**config.mk**
```make
export PLATFORM = sky130hd
export DESIGN_NAME = fifo_burst_reader_flat
export DESIGN_NICKNAME = d
export VERILOG_FILES = /design/src/rtl/fifo_rd_pkg.sv /design/src/rtl/fifo_burst_reader_if.sv /design/src/rtl/rd_skid_buf.sv /design/src/rtl/fifo_burst_reader.sv /design/src/flat_wrapper.sv
export SDC_FILE = /design/constraint.sdc
export NUM_CORES = 1
export LEC_CHECK = 0
export CAP_MARGIN = 20
export CORE_MARGIN = 1.5
export CORE_UTILIZATION = 46
export DETAILED_ROUTE_END_ITERATION = 12
export GPL_TIMING_DRIVEN = 0
export PLACE_DENSITY = 0.73
export SLEW_MARGIN = 20
export SYNTH_ARGS = -nofsm -noshare
export SYNTH_HDL_FRONTEND = slang
export SYNTH_SLANG_ARGS = --single-unit
```
**constraint.sdc**
```tcl
create_clock -name i_fifo_clk -period 4.6 [get_ports i_fifo_clk]
set_input_delay 0.69 -clock i_fifo_clk [delete_from_list [all_inputs] [get_ports i_fifo_clk]]
set_output_delay 0.69 -clock i_fifo_clk [all_outputs]
set_load 0.005 [all_outputs]
```
**src/rtl/fifo_rd_pkg.sv**
```systemverilog
// Shared types and sizing helpers for the FIFO burst reader.
// State encoding, skid depth and the burst counter width function.
package fifo_rd_pkg;

  typedef enum logic {
    IDLE  = 1'b0,
    BURST = 1'b1
  } rd_state_e;

  localparam int unsigned SKID_DEPTH = 2;
  localparam int unsigned SKID_CNT_W = $clog2(SKID_DEPTH + 1);

  // Width of a counter that must hold 0..burst_len inclusive.
  function automatic int unsigned cnt_width(input int unsigned burst_len);
    return $clog2(burst_len + 1);
  endfunction

endpackage

```
**src/rtl/fifo_burst_reader_if.sv**
```systemverilog
// FIFO read-side and output stream signals of the burst reader.
// master is the reader's view; slave is the FIFO/downstream view.
interface fifo_burst_reader_if #(
  parameter int unsigned FIFO_WIDTH = 32,
  parameter int unsigned FIFO_PTR   = 4
);

  logic                  fifo_rden;
  logic [FIFO_WIDTH-1:0] fifo_rddata;
  logic                  fifo_empty;
  logic [FIFO_PTR:0]     fifo_data_avail;
  logic                  flush;
  logic                  m_valid;
  logic                  m_ready;
  logic [FIFO_WIDTH-1:0] m_data;
  logic                  m_last;
  logic                  burst_active;

  modport master (
    output fifo_rden,
    input  fifo_rddata,
    input  fifo_empty,
    input  fifo_data_avail,
    input  flush,
    output m_valid,
    input  m_ready,
    output m_data,
    output m_last,
    output burst_active
  );

  modport slave (
    input  fifo_rden,
    output fifo_rddata,
    output fifo_empty,
    output fifo_data_avail,
    output flush,
    input  m_valid,
    output m_ready,
    input  m_data,
    input  m_last,
    input  burst_active
  );

endinterface

```
**src/rtl/rd_skid_buf.sv**
```systemverilog
// Two-entry register FIFO that soaks up the FIFO read latency and output stalls.
// Head data and valid come straight from registers; synchronous active-high reset.
module rd_skid_buf
  import fifo_rd_pkg::*;
#(
  parameter int unsigned WIDTH = 32
) (
  input  logic                  i_clk,
  input  logic                  i_rst,
  input  logic                  i_push,
  input  logic [WIDTH-1:0]      i_push_data,
  input  logic                  i_pop,
  output logic [WIDTH-1:0]      o_head_data,
  output logic                  o_head_valid,
  output logic [SKID_CNT_W-1:0] o_cnt
);

  localparam logic [SKID_CNT_W-1:0] CNT_FULL = SKID_CNT_W'(SKID_DEPTH);
  localparam logic [SKID_CNT_W-1:0] CNT_ONE  = SKID_CNT_W'(1);

  logic [WIDTH-1:0]      r_mem [SKID_DEPTH];
  logic                  r_rd_ptr;
  logic                  r_wr_ptr;
  logic [SKID_CNT_W-1:0] r_cnt;
  logic                  w_push;
  logic                  w_pop;

  always_comb begin
    w_pop  = i_pop && (r_cnt != '0);
    // A push into a full buffer is only legal when the head leaves in the same cycle.
    w_push = i_push && ((r_cnt != CNT_FULL) || w_pop);
  end

  always_ff @(posedge i_clk) begin
    if (i_rst) begin
      r_mem[0] <= '0;
      r_mem[1] <= '0;
      r_rd_ptr <= 1'b0;
      r_wr_ptr <= 1'b0;
      r_cnt    <= '0;
    end else begin
      if (w_push) begin
        r_mem[r_wr_ptr] <= i_push_data;
        r_wr_ptr        <= ~r_wr_ptr;
      end
      if (w_pop) begin
        r_rd_ptr <= ~r_rd_ptr;
      end
      case ({w_push, w_pop})
        2'b10:   r_cnt <= r_cnt + CNT_ONE;
        2'b01:   r_cnt <= r_cnt - CNT_ONE;
        default: r_cnt <= r_cnt;
      endcase
    end
  end

  assign o_head_data  = r_mem[r_rd_ptr];
  assign o_head_valid = (r_cnt != '0);
  assign o_cnt        = r_cnt;

endmodule

```
**src/rtl/fifo_burst_reader.sv**
```systemverilog
// Drains synch_fifo in bursts of up to BURST_LEN beats onto a valid/ready stream.
// Bursts start on a full burst of data, an idle timeout, or a flush request.
module fifo_burst_reader
  import fifo_rd_pkg::*;
#(
  parameter int unsigned FIFO_WIDTH = 32,
  parameter int unsigned FIFO_PTR   = 4,
  parameter int unsigned BURST_LEN  = 4,
  parameter int unsigned TIMEOUT    = 15
) (
  input logic                 i_fifo_clk,
  input logic                 i_rst,
  fifo_burst_reader_if.master bus
);

  localparam int unsigned CNT_W   = cnt_width(BURST_LEN);
  localparam int unsigned TMR_W   = (TIMEOUT == 0) ? 1 : $clog2(TIMEOUT + 1);
  localparam int unsigned AVAIL_W = FIFO_PTR + 1;

  localparam logic [CNT_W-1:0]   BURST_CNT   = CNT_W'(BURST_LEN);
  localparam logic [CNT_W-1:0]   CNT_ONE     = CNT_W'(1);
  localparam logic [AVAIL_W-1:0] BURST_AVAIL = AVAIL_W'(BURST_LEN);
  localparam logic [TMR_W-1:0]   TMR_MAX     = TMR_W'(TIMEOUT);
  localparam logic [TMR_W-1:0]   TMR_ONE     = TMR_W'(1);
  localparam logic [2:0]         SKID_MAX    = 3'(SKID_DEPTH);

  rd_state_e             r_state;
  logic [TMR_W-1:0]      r_timer;
  logic [CNT_W-1:0]      r_issue_left;
  logic [CNT_W-1:0]      r_send_left;
  logic                  r_rd_pending;
  logic                  r_burst_active;

  logic [SKID_CNT_W-1:0] w_buf_cnt;
  logic [FIFO_WIDTH-1:0] w_head_data;
  logic                  w_m_valid;
  logic                  w_m_last;
  logic                  w_pop;
  logic [2:0]            w_occ;
  logic                  w_room;
  logic                  w_rden;
  logic                  w_start;
  logic [CNT_W-1:0]      w_beats;

  rd_skid_buf #(
    .WIDTH (FIFO_WIDTH)
  ) u_skid (
    .i_clk        (i_fifo_clk),
    .i_rst        (i_rst),
    .i_push       (r_rd_pending),
    .i_push_data  (bus.fifo_rddata),
    .i_pop        (w_pop),
    .o_head_data  (w_head_data),
    .o_head_valid (w_m_valid),
    .o_cnt        (w_buf_cnt)
  );

  always_comb begin
    w_pop    = w_m_valid && bus.m_ready;
    w_m_last = w_m_valid && (r_send_left == CNT_ONE);
    // Count the in-flight read as occupied so the skid buffer can never overflow.
    w_occ    = 3'(w_buf_cnt) + 3'(r_rd_pending);
    w_room   = w_occ < (SKID_MAX + 3'(w_pop));
    w_rden   = (r_state == BURST) && !i_rst && !bus.fifo_empty &&
               (r_issue_left != '0) && w_room;
    w_beats  = (bus.fifo_data_avail >= BURST_AVAIL) ? BURST_CNT
                                                    : CNT_W'(bus.fifo_data_avail);
    w_start  = (bus.fifo_data_avail >= BURST_AVAIL) ||
               (bus.flush && !bus.fifo_empty) ||
               ((TIMEOUT != 0) && (r_timer == TMR_MAX) && !bus.fifo_empty);
  end

  always_ff @(posedge i_fifo_clk) begin
    if (i_rst) begin
      r_state        <= IDLE;
      r_timer        <= '0;
      r_issue_left   <= '0;
      r_send_left    <= '0;
      r_rd_pending   <= 1'b0;
      r_burst_active <= 1'b0;
    end else begin
      r_rd_pending <= w_rden;
      unique case (r_state)
        IDLE: begin
          if (w_start) begin
            r_state        <= BURST;
            r_burst_active <= 1'b1;
            r_timer        <= '0;
            r_issue_left   <= w_beats;
            r_send_left    <= w_beats;
          end else if (bus.fifo_empty) begin
            r_timer <= '0;
          end else if (r_timer != TMR_MAX) begin
            r_timer <= r_timer + TMR_ONE;
          end
        end
        BURST: begin
          if (w_rden) begin
            r_issue_left <= r_issue_left - CNT_ONE;
          end
          if (w_pop) begin
            r_send_left <= r_send_left - CNT_ONE;
          end
          if (w_pop && w_m_last) begin
            r_state        <= IDLE;
            r_burst_active <= 1'b0;
          end
        end
        default: begin
          r_state        <= IDLE;
          r_burst_active <= 1'b0;
        end
      endcase
    end
  end

  assign bus.fifo_rden    = w_rden;
  assign bus.m_valid      = w_m_valid;
  assign bus.m_data       = w_head_data;
  assign bus.m_last       = w_m_last;
  assign bus.burst_active = r_burst_active;

  a_skid_no_overflow: assert property (@(posedge i_fifo_clk) disable iff (i_rst)
    (3'(w_buf_cnt) + 3'(r_rd_pending)) <= SKID_MAX);

endmodule

```
**src/flat_wrapper.sv**
```systemverilog
// flat-port wrapper written by rule: the top's interface ports become plain ports
module fifo_burst_reader_flat import fifo_rd_pkg::*;
#(
  parameter int unsigned FIFO_WIDTH = 32,
  parameter int unsigned FIFO_PTR   = 4,
  parameter int unsigned BURST_LEN  = 4,
  parameter int unsigned TIMEOUT    = 15
)
  (i_fifo_clk, i_rst, bus_fifo_rden, bus_fifo_rddata, bus_fifo_empty, bus_fifo_data_avail, bus_flush, bus_m_valid, bus_m_ready, bus_m_data, bus_m_last, bus_burst_active);
  fifo_burst_reader_if #(.FIFO_WIDTH(FIFO_WIDTH), .FIFO_PTR(FIFO_PTR)) bus_i ();
  input logic i_fifo_clk;
  input logic i_rst;
  output wire logic [$bits(bus_i.fifo_rden)-1:0] bus_fifo_rden;
  input wire logic [$bits(bus_i.fifo_rddata)-1:0] bus_fifo_rddata;
  input wire logic [$bits(bus_i.fifo_empty)-1:0] bus_fifo_empty;
  input wire logic [$bits(bus_i.fifo_data_avail)-1:0] bus_fifo_data_avail;
  input wire logic [$bits(bus_i.flush)-1:0] bus_flush;
  output wire logic [$bits(bus_i.m_valid)-1:0] bus_m_valid;
  input wire logic [$bits(bus_i.m_ready)-1:0] bus_m_ready;
  output wire logic [$bits(bus_i.m_data)-1:0] bus_m_data;
  output wire logic [$bits(bus_i.m_last)-1:0] bus_m_last;
  output wire logic [$bits(bus_i.burst_active)-1:0] bus_burst_active;
  assign bus_fifo_rden = bus_i.fifo_rden;
  assign bus_i.fifo_rddata = bus_fifo_rddata;
  assign bus_i.fifo_empty = bus_fifo_empty;
  assign bus_i.fifo_data_avail = bus_fifo_data_avail;
  assign bus_i.flush = bus_flush;
  assign bus_m_valid = bus_i.m_valid;
  assign bus_i.m_ready = bus_m_ready;
  assign bus_m_data = bus_i.m_data;
  assign bus_m_last = bus_i.m_last;
  assign bus_burst_active = bus_i.burst_active;
  fifo_burst_reader #(.FIFO_WIDTH(FIFO_WIDTH), .FIFO_PTR(FIFO_PTR), .BURST_LEN(BURST_LEN), .TIMEOUT(TIMEOUT)) u_core (.i_fifo_clk(i_fifo_clk), .i_rst(i_rst), .bus(bus_i));
endmodule
```
# ---- After elaboration in Yosys (flattened, before gate mapping)
# Memory sizes are Yosys's and may differ from the RTL's. A register that Yosys moved wholly into a read port is not among the register bits.
# Cells that the tools add are included.
dict set report op_classes {
  n_mux 26
  div_mod_pow 0
  n_addsub 7
  bitwise 3
  reduce_logical 25
  mul 0
  eq_ne 10
  n_shift 0
  magnitude_cmp 2
}
# op n
set ops {}
lappend ops {{2-to-1 mux 32 bit} 1}
lappend ops {{OR reduction 32 bit} 1}
lappend ops {{2-to-1 mux 1 bit} 13}
lappend ops {{2-to-1 mux 3 bit} 4}
lappend ops {{2-to-1 mux 4 bit} 3}
lappend ops {{one-hot mux 3 bit (2 select lines)} 2}
lappend ops {{logical AND 1 bit} 11}
lappend ops {{!= test 2 bit (second input constant)} 4}
lappend ops {{AND reduction 2 bit} 4}
lappend ops {{nonzero test 3 bit} 2}
lappend ops {{subtractor 3 x 1 -> 3 bit (second input constant)} 2}
lappend ops {{>= comparator 5 x 3 -> 1 bit (second input constant)} 1}
lappend ops {{adder 4 x 1 -> 4 bit (second input constant)} 1}
lappend ops {{== test 4 bit (second input constant)} 1}
lappend ops {{!= test 4 bit (second input constant)} 1}
lappend ops {{one-hot mux 1 bit (2 select lines)} 2}
lappend ops {{one-hot mux 2 bit (2 select lines)} 1}
lappend ops {{nonzero test 2 bit} 2}
lappend ops {{adder 2 x 1 -> 3 bit} 1}
lappend ops {{adder 2 x 1 -> 3 bit (first input constant)} 1}
lappend ops {{== test 3 x 1 -> 1 bit (second input constant)} 1}
lappend ops {{logical OR 1 bit} 3}
lappend ops {{less-than comparator 3 bit} 1}
lappend ops {{NOT 1 bit} 3}
lappend ops {{other kinds (6)} 7}
dict set report totals {
  output_inout_bits 36
  register_bits 17
  inputBits 42
  ramBits 64
  mem_count 1
  latch_bits 0
  rom_bits 0
  word_cells 83
}
# name depth word_bits rd rd_ports_with_merged_regs wr line
set memory_table {}
lappend memory_table {u_core.u_skid.r_mem 2 32 1 1 2 rd_skid_buf.sv:21} ;# logic [WIDTH-1:0] r_mem [SKID_DEPTH];

# ---- Longest topological paths before layout
# Gate-level depths: netlist (run 1).
dict set report logic_depth {
  ltp_word 10
  mapped_depth 6
  depth_no_buf 6
}

# ---- Hierarchy
# From an unflattened synthesis (run 1), not the netlist that was laid out.
dict set report hier_totals {
  hier_cells 282
  hier_area_um2 3847.4
}
# module area_each_um2 n_inst cells_each seq_area_each_um2
set by_module_without_submodules {}
lappend by_module_without_submodules {rd_skid_buf 3088.0 1 196 2021.9}
lappend by_module_without_submodules {fifo_burst_reader 759.5 1 86 260.2}

# ---- Least setup slack after synthesis (run 1)
# OpenSTA, ideal clock, no wires.
dict set report synth_path {
  kind {input-to-reg}
  from {input port bus_m_ready}
  to {memory u_core.u_skid.r_mem[0][0], enable pin}
  path_stages 2
  setup_ns 0.428
  setup_slack_ns 1.871
  n_path_buf 0
  arrival_ns 2.301
  t_required_ns 4.172
  path_cell_list {o31ai_4 o21bai_1}
}
# item line
set synth_lines {}
lappend synth_lines {{start: declaration} flat_wrapper.sv:19} ;# input wire logic [$bits(bus_i.m_ready)-1:0] bus_m_ready;
lappend synth_lines {{end: declaration} rd_skid_buf.sv:21}

# ---- Final worst setup path (run 1)
dict set report layout_path {
  from {input port i_rst}
  to {output port bus_fifo_rden}
}
dict set report layout_via {
  elab_chain_len 5
}
# item line
set layout_rtl {}
lappend layout_rtl {{start: declaration} flat_wrapper.sv:12} ;# input logic i_rst;
lappend layout_rtl {{logical NOT 1 bit} fifo_burst_reader.sv:64} ;# w_rden = (r_state == BURST) && !i_rst && !bus.fifo_empty &&
lappend layout_rtl {{logical AND 1 bit (3 in series)} fifo_burst_reader.sv:64}
lappend layout_rtl {{logical AND 1 bit} fifo_burst_reader.sv:65} ;# (r_issue_left != '0) && w_room;
lappend layout_rtl {{end: declaration} flat_wrapper.sv:13} ;# output wire logic [$bits(bus_i.fifo_rden)-1:0] bus_fifo_rden;
# No other way between the ends.

==> results.cfg, run 1 <==
[die]
io_pins = 78
initial_core_util_pct = 48.0
die_h_um = 93.5
die_x_um = 93.5
fp-row-count = 32
dieArea_sq_um = 8750
core_sq_um = 7850

[final_layout]
final_cell_mix = clkdlybuf4s50_1, and2_1, edfxtp_1, mux2_2, dfxtp_1
layout_commonest_cell = clkdlybuf4s50_1
drive_gt1_share_pct = 16.2
final_cell_area_sq_um = 4910
finalNetCount = 422
area_growth_pct = 30.2
nFillCells = 628
antenna_cells = 0

[synthesis]
yosys-top-cells-area = edfxtp_1, and2_1, dfxtp_1
synth_edf_count = 64
syn_nets = 333
avgSynthCellArea_sq_um = 13.3
ys.flop_type = edfxtp_1
synth_area_sq_um = 3770
yosysSeqAreaShare_pct = 60.6
yosysWarnings = 0
ys_ff_latch = 82
synthCells = 283
async_flop_share_pct = 0
yosysUniqueCellTypes = 45
synth_top_area_cell = edfxtp_1
netlist.area_leader.share_pct = 51.0

[run]
cap_viol_max_count = 0

[critical_path]
end_kind = output port
reg2reg_from = u_core.u_skid.o_cnt[1]
worstPathArrival_ns = 2.47
worstSetupStartpointType = input pin
cpMaxStageDelayCell = clkdlybuf4s50_1
cpMostUsedCell = clkdlybuf4s50_1
ff2ff_setup_slack_ns = 2.55
crit_fanout = 7
cp.required_ns = 3.91
cp-startpoint = i_rst
slowest_delay_ns = 0.49
crit_path_cell_trace = clkdlybuf4s50_1, and2b_1, nor4b_4, and2_1, clkdlybuf4s50_1
worst-setup-path-type = in -> out

[clocking]
cts_sinks = 82
cts_repair_resize_count = 0
ctsRootBufferMaster = clkbuf_8
holdBufCountCts = 0
h-tree-depth = 3
clk_pin_slew_ns = 0.08
cts_tree = yes
cts_made_buffers = 9
cts_max_path_buffers = 2
cts_setup_buffers = 0
clk_latency_ns = 0.34

[sta]
tightestPinTransition_ns = 0.548
finalHoldViolations = 0
period_share_pct = 68.7
slew_viol_final = 0
min_period_ns = 3.16
slew-limit-headroom_pct = 63.3
setup_viol = 0
final.setup.tns_ns = 0
skew_ns = 0.00545
rsz0062_at_grt = false
hold_ws_ns = 0.480
timing.fmax_mhz = 317

[placement]
place_area_sq_um = 4720
gp_congestion = 0.808
numPortBuffers = 76
dp_hpwl_um = 4950

[power]
power_frac_comb_pct = 15.0
p_sw_share_pct = 22.3
p_clk_share_pct = 31.0
p_sw_mw = 0.348
p_seq_share_pct = 54.0
p_leak_nw = 1.81
vdd_drop_max_v = 0.000227
p_int_mw = 1.22
power-per-cell-area_nw_per_um2 = 319

[grt]
grt_pass1_vias = 2482
grt_max_degree = 22
antenna_found_initial = 0
grt_usage_pct = 17.6
overflow = 0
grt_pass1_wl_um = 11600

[route]
drtIter0Drc = 94
post_drt_wl_per_cell_um = 14.7
drtPass1Iterations = 4
ant_nets = 0
drt-total-wl_um = 7040
vias = 2403
drc = 0
vias_per_cell = 5.03

[min_path]
hold_path_class = reg -> reg
min_from = u_core.bus.burst_active

[status]
status = completed
-- per-stage QoR --
stage	std cells	utilization (%)	total power, mW	worst slack, ns
3_5_place_dp	463	60.2	1.10	1.45
6_report	478	62.5	1.56	1.44
5_1_grt	478	62.5	1.64	1.33
4_1_cts	478	62.5	1.58	1.42
3_3_place_gp	461	59.3	1.09	0.401
2_1_floorplan	283	-	0.969	1.87
-- critical path: cells and delay by family --
family                 cells  cell delay [ns]
buffers and inverters      2             0.90
and+or+nand+nor            3             0.87
-- logic make-up (layout without fill, tap and decap cells) --
kind of cell / count (synthesis) / count (layout) / share of synthesized area (%)
compound gates: 30 / 30 / 5.84
xor+xnor: 4 / 4 / 0.930
fa+ha+maj: 8 / 8 / 2.66
buf+inv: 24 / 117 / 2.56
flops: 82 / 82 / 60.6
mux: 34 / 34 / 10.2
simple gates: 101 / 101 / 17.3
-- per-layer routing --
| metal | share of wire, % | GRT usage [%] | routed length, um | vias up |
|---|---|---|---|---|
| met3 | 6.0 | 4.55 | 421 | 10 |
| met1 | 43 | 22.0 | 3000 | 1131 |
| li1 | - | - | - | 1195 |
| met5 | 0 | 0 | 0 | - |
| met4 | 1.4 | 6.94 | 102 | 0 |
| met2 | 50 | 29.2 | 3520 | 67 |
-- path summary, 6_finish.rpt --
| check | endpoint | cells after the start |
|---|---|---|
| hold reg to reg | u_core.bus.burst_active | 1 |
| setup / recovery | bus_fifo_rden | 5 |
| hold / removal | u_core.bus.burst_active | 1 |
| setup reg to reg | u_core.u_skid.r_mem[1][23] | 5 |
-- flip-flops by register name, indices dropped and copies added (netlist names), named ones only --
name	flops
u_core.r_timer	4
u_core.u_skid.r_mem	64
u_core.u_skid.r_rd_ptr	1
u_core.u_skid.r_wr_ptr	1
u_core.u_skid.o_cnt	2
u_core.r_send_left	3
u_core.r_rd_pending	1
u_core.r_issue_left	3
u_core.bus.burst_active	1
u_core.r_state	1
-- power by group through the flow --
| stage | Combinational [mW] | Sequential, mW | Clock, mW |
|---|---|---|---|
| after floorplan | 0.109 | 0.860 | 0 |
| after CTS | 0.238 | 0.845 | 0.500 |
| after global routing | 0.255 | 0.849 | 0.534 |
| after detailed placement | 0.237 | 0.862 | 0 |
| final | 0.234 | 0.845 | 0.485 |
| after global placement | 0.226 | 0.862 | 0 |
-- cell usage after synthesis (2+ instances only) --
cell and n:
mux2_1 3, edfxtp_1 64, o21bai_1 2, dfxtp_1 18, clkbuf_1 9, a31oi_1 3, ha_1 8, a211oi_1 2
buf_2 5, o21a_1 2, inv_1 10, nand3_1 5, or3_1 2, nor3_2 2, xnor2_1 2, nand2b_1 2
and2_1 67, nor2_1 7, nand2_1 5, o21ai_0 4, xor2_1 2, a21oi_1 5, mux2_2 31, o21ai_1 2
-- layout make-up --
type	instances	area, sq um	area share, %
Inverter	10	37.5	0.765
Clock inverter	6	58.8	1.20
Multi-Input combinational cell	177	1400	28.6
Timing Repair Buffer	78	816	16.6
Sequential cell	82	2280	46.5
Clock buffer	9	124	2.52
Buffer	14	58.8	1.20
Tap cell	102	128	2.60
(Power assumes the default switching activity.)
==> run 2, diff against run 1 <==
Clock period 4.6 ns to 3.1 ns, I/O delays scaled along.
==> results of run 2 <==
The final DEF is identical to that of run 1. Status: completed.
Main changes from that run: setup slack after placement 1.45 ns -> 0.404 ns; setup slack after layout 1.44 ns -> 0.384 ns; start point of the critical path i_rst -> u_core.r_issue_left[0]; register-to-register setup slack 2.55 ns -> 1.05 ns; total power 1.56 mW -> 2.32 mW; worst IR drop on VDD 0.000227 V -> 0.000337 V
==> run 3, diff against run 2 <==
Settings changed: SKIP_LAST_GASP set to 1.
==> results of run 3 <==
The final DEF is identical to that of run 1. Status: completed.
Main changes from that run: setup slack after placement 1.45 ns -> 0.404 ns; setup slack after layout 1.44 ns -> 0.384 ns; start point of the critical path i_rst -> u_core.r_issue_left[0]; register-to-register setup slack 2.55 ns -> 1.05 ns; total power 1.56 mW -> 2.32 mW; worst IR drop on VDD 0.000227 V -> 0.000337 V
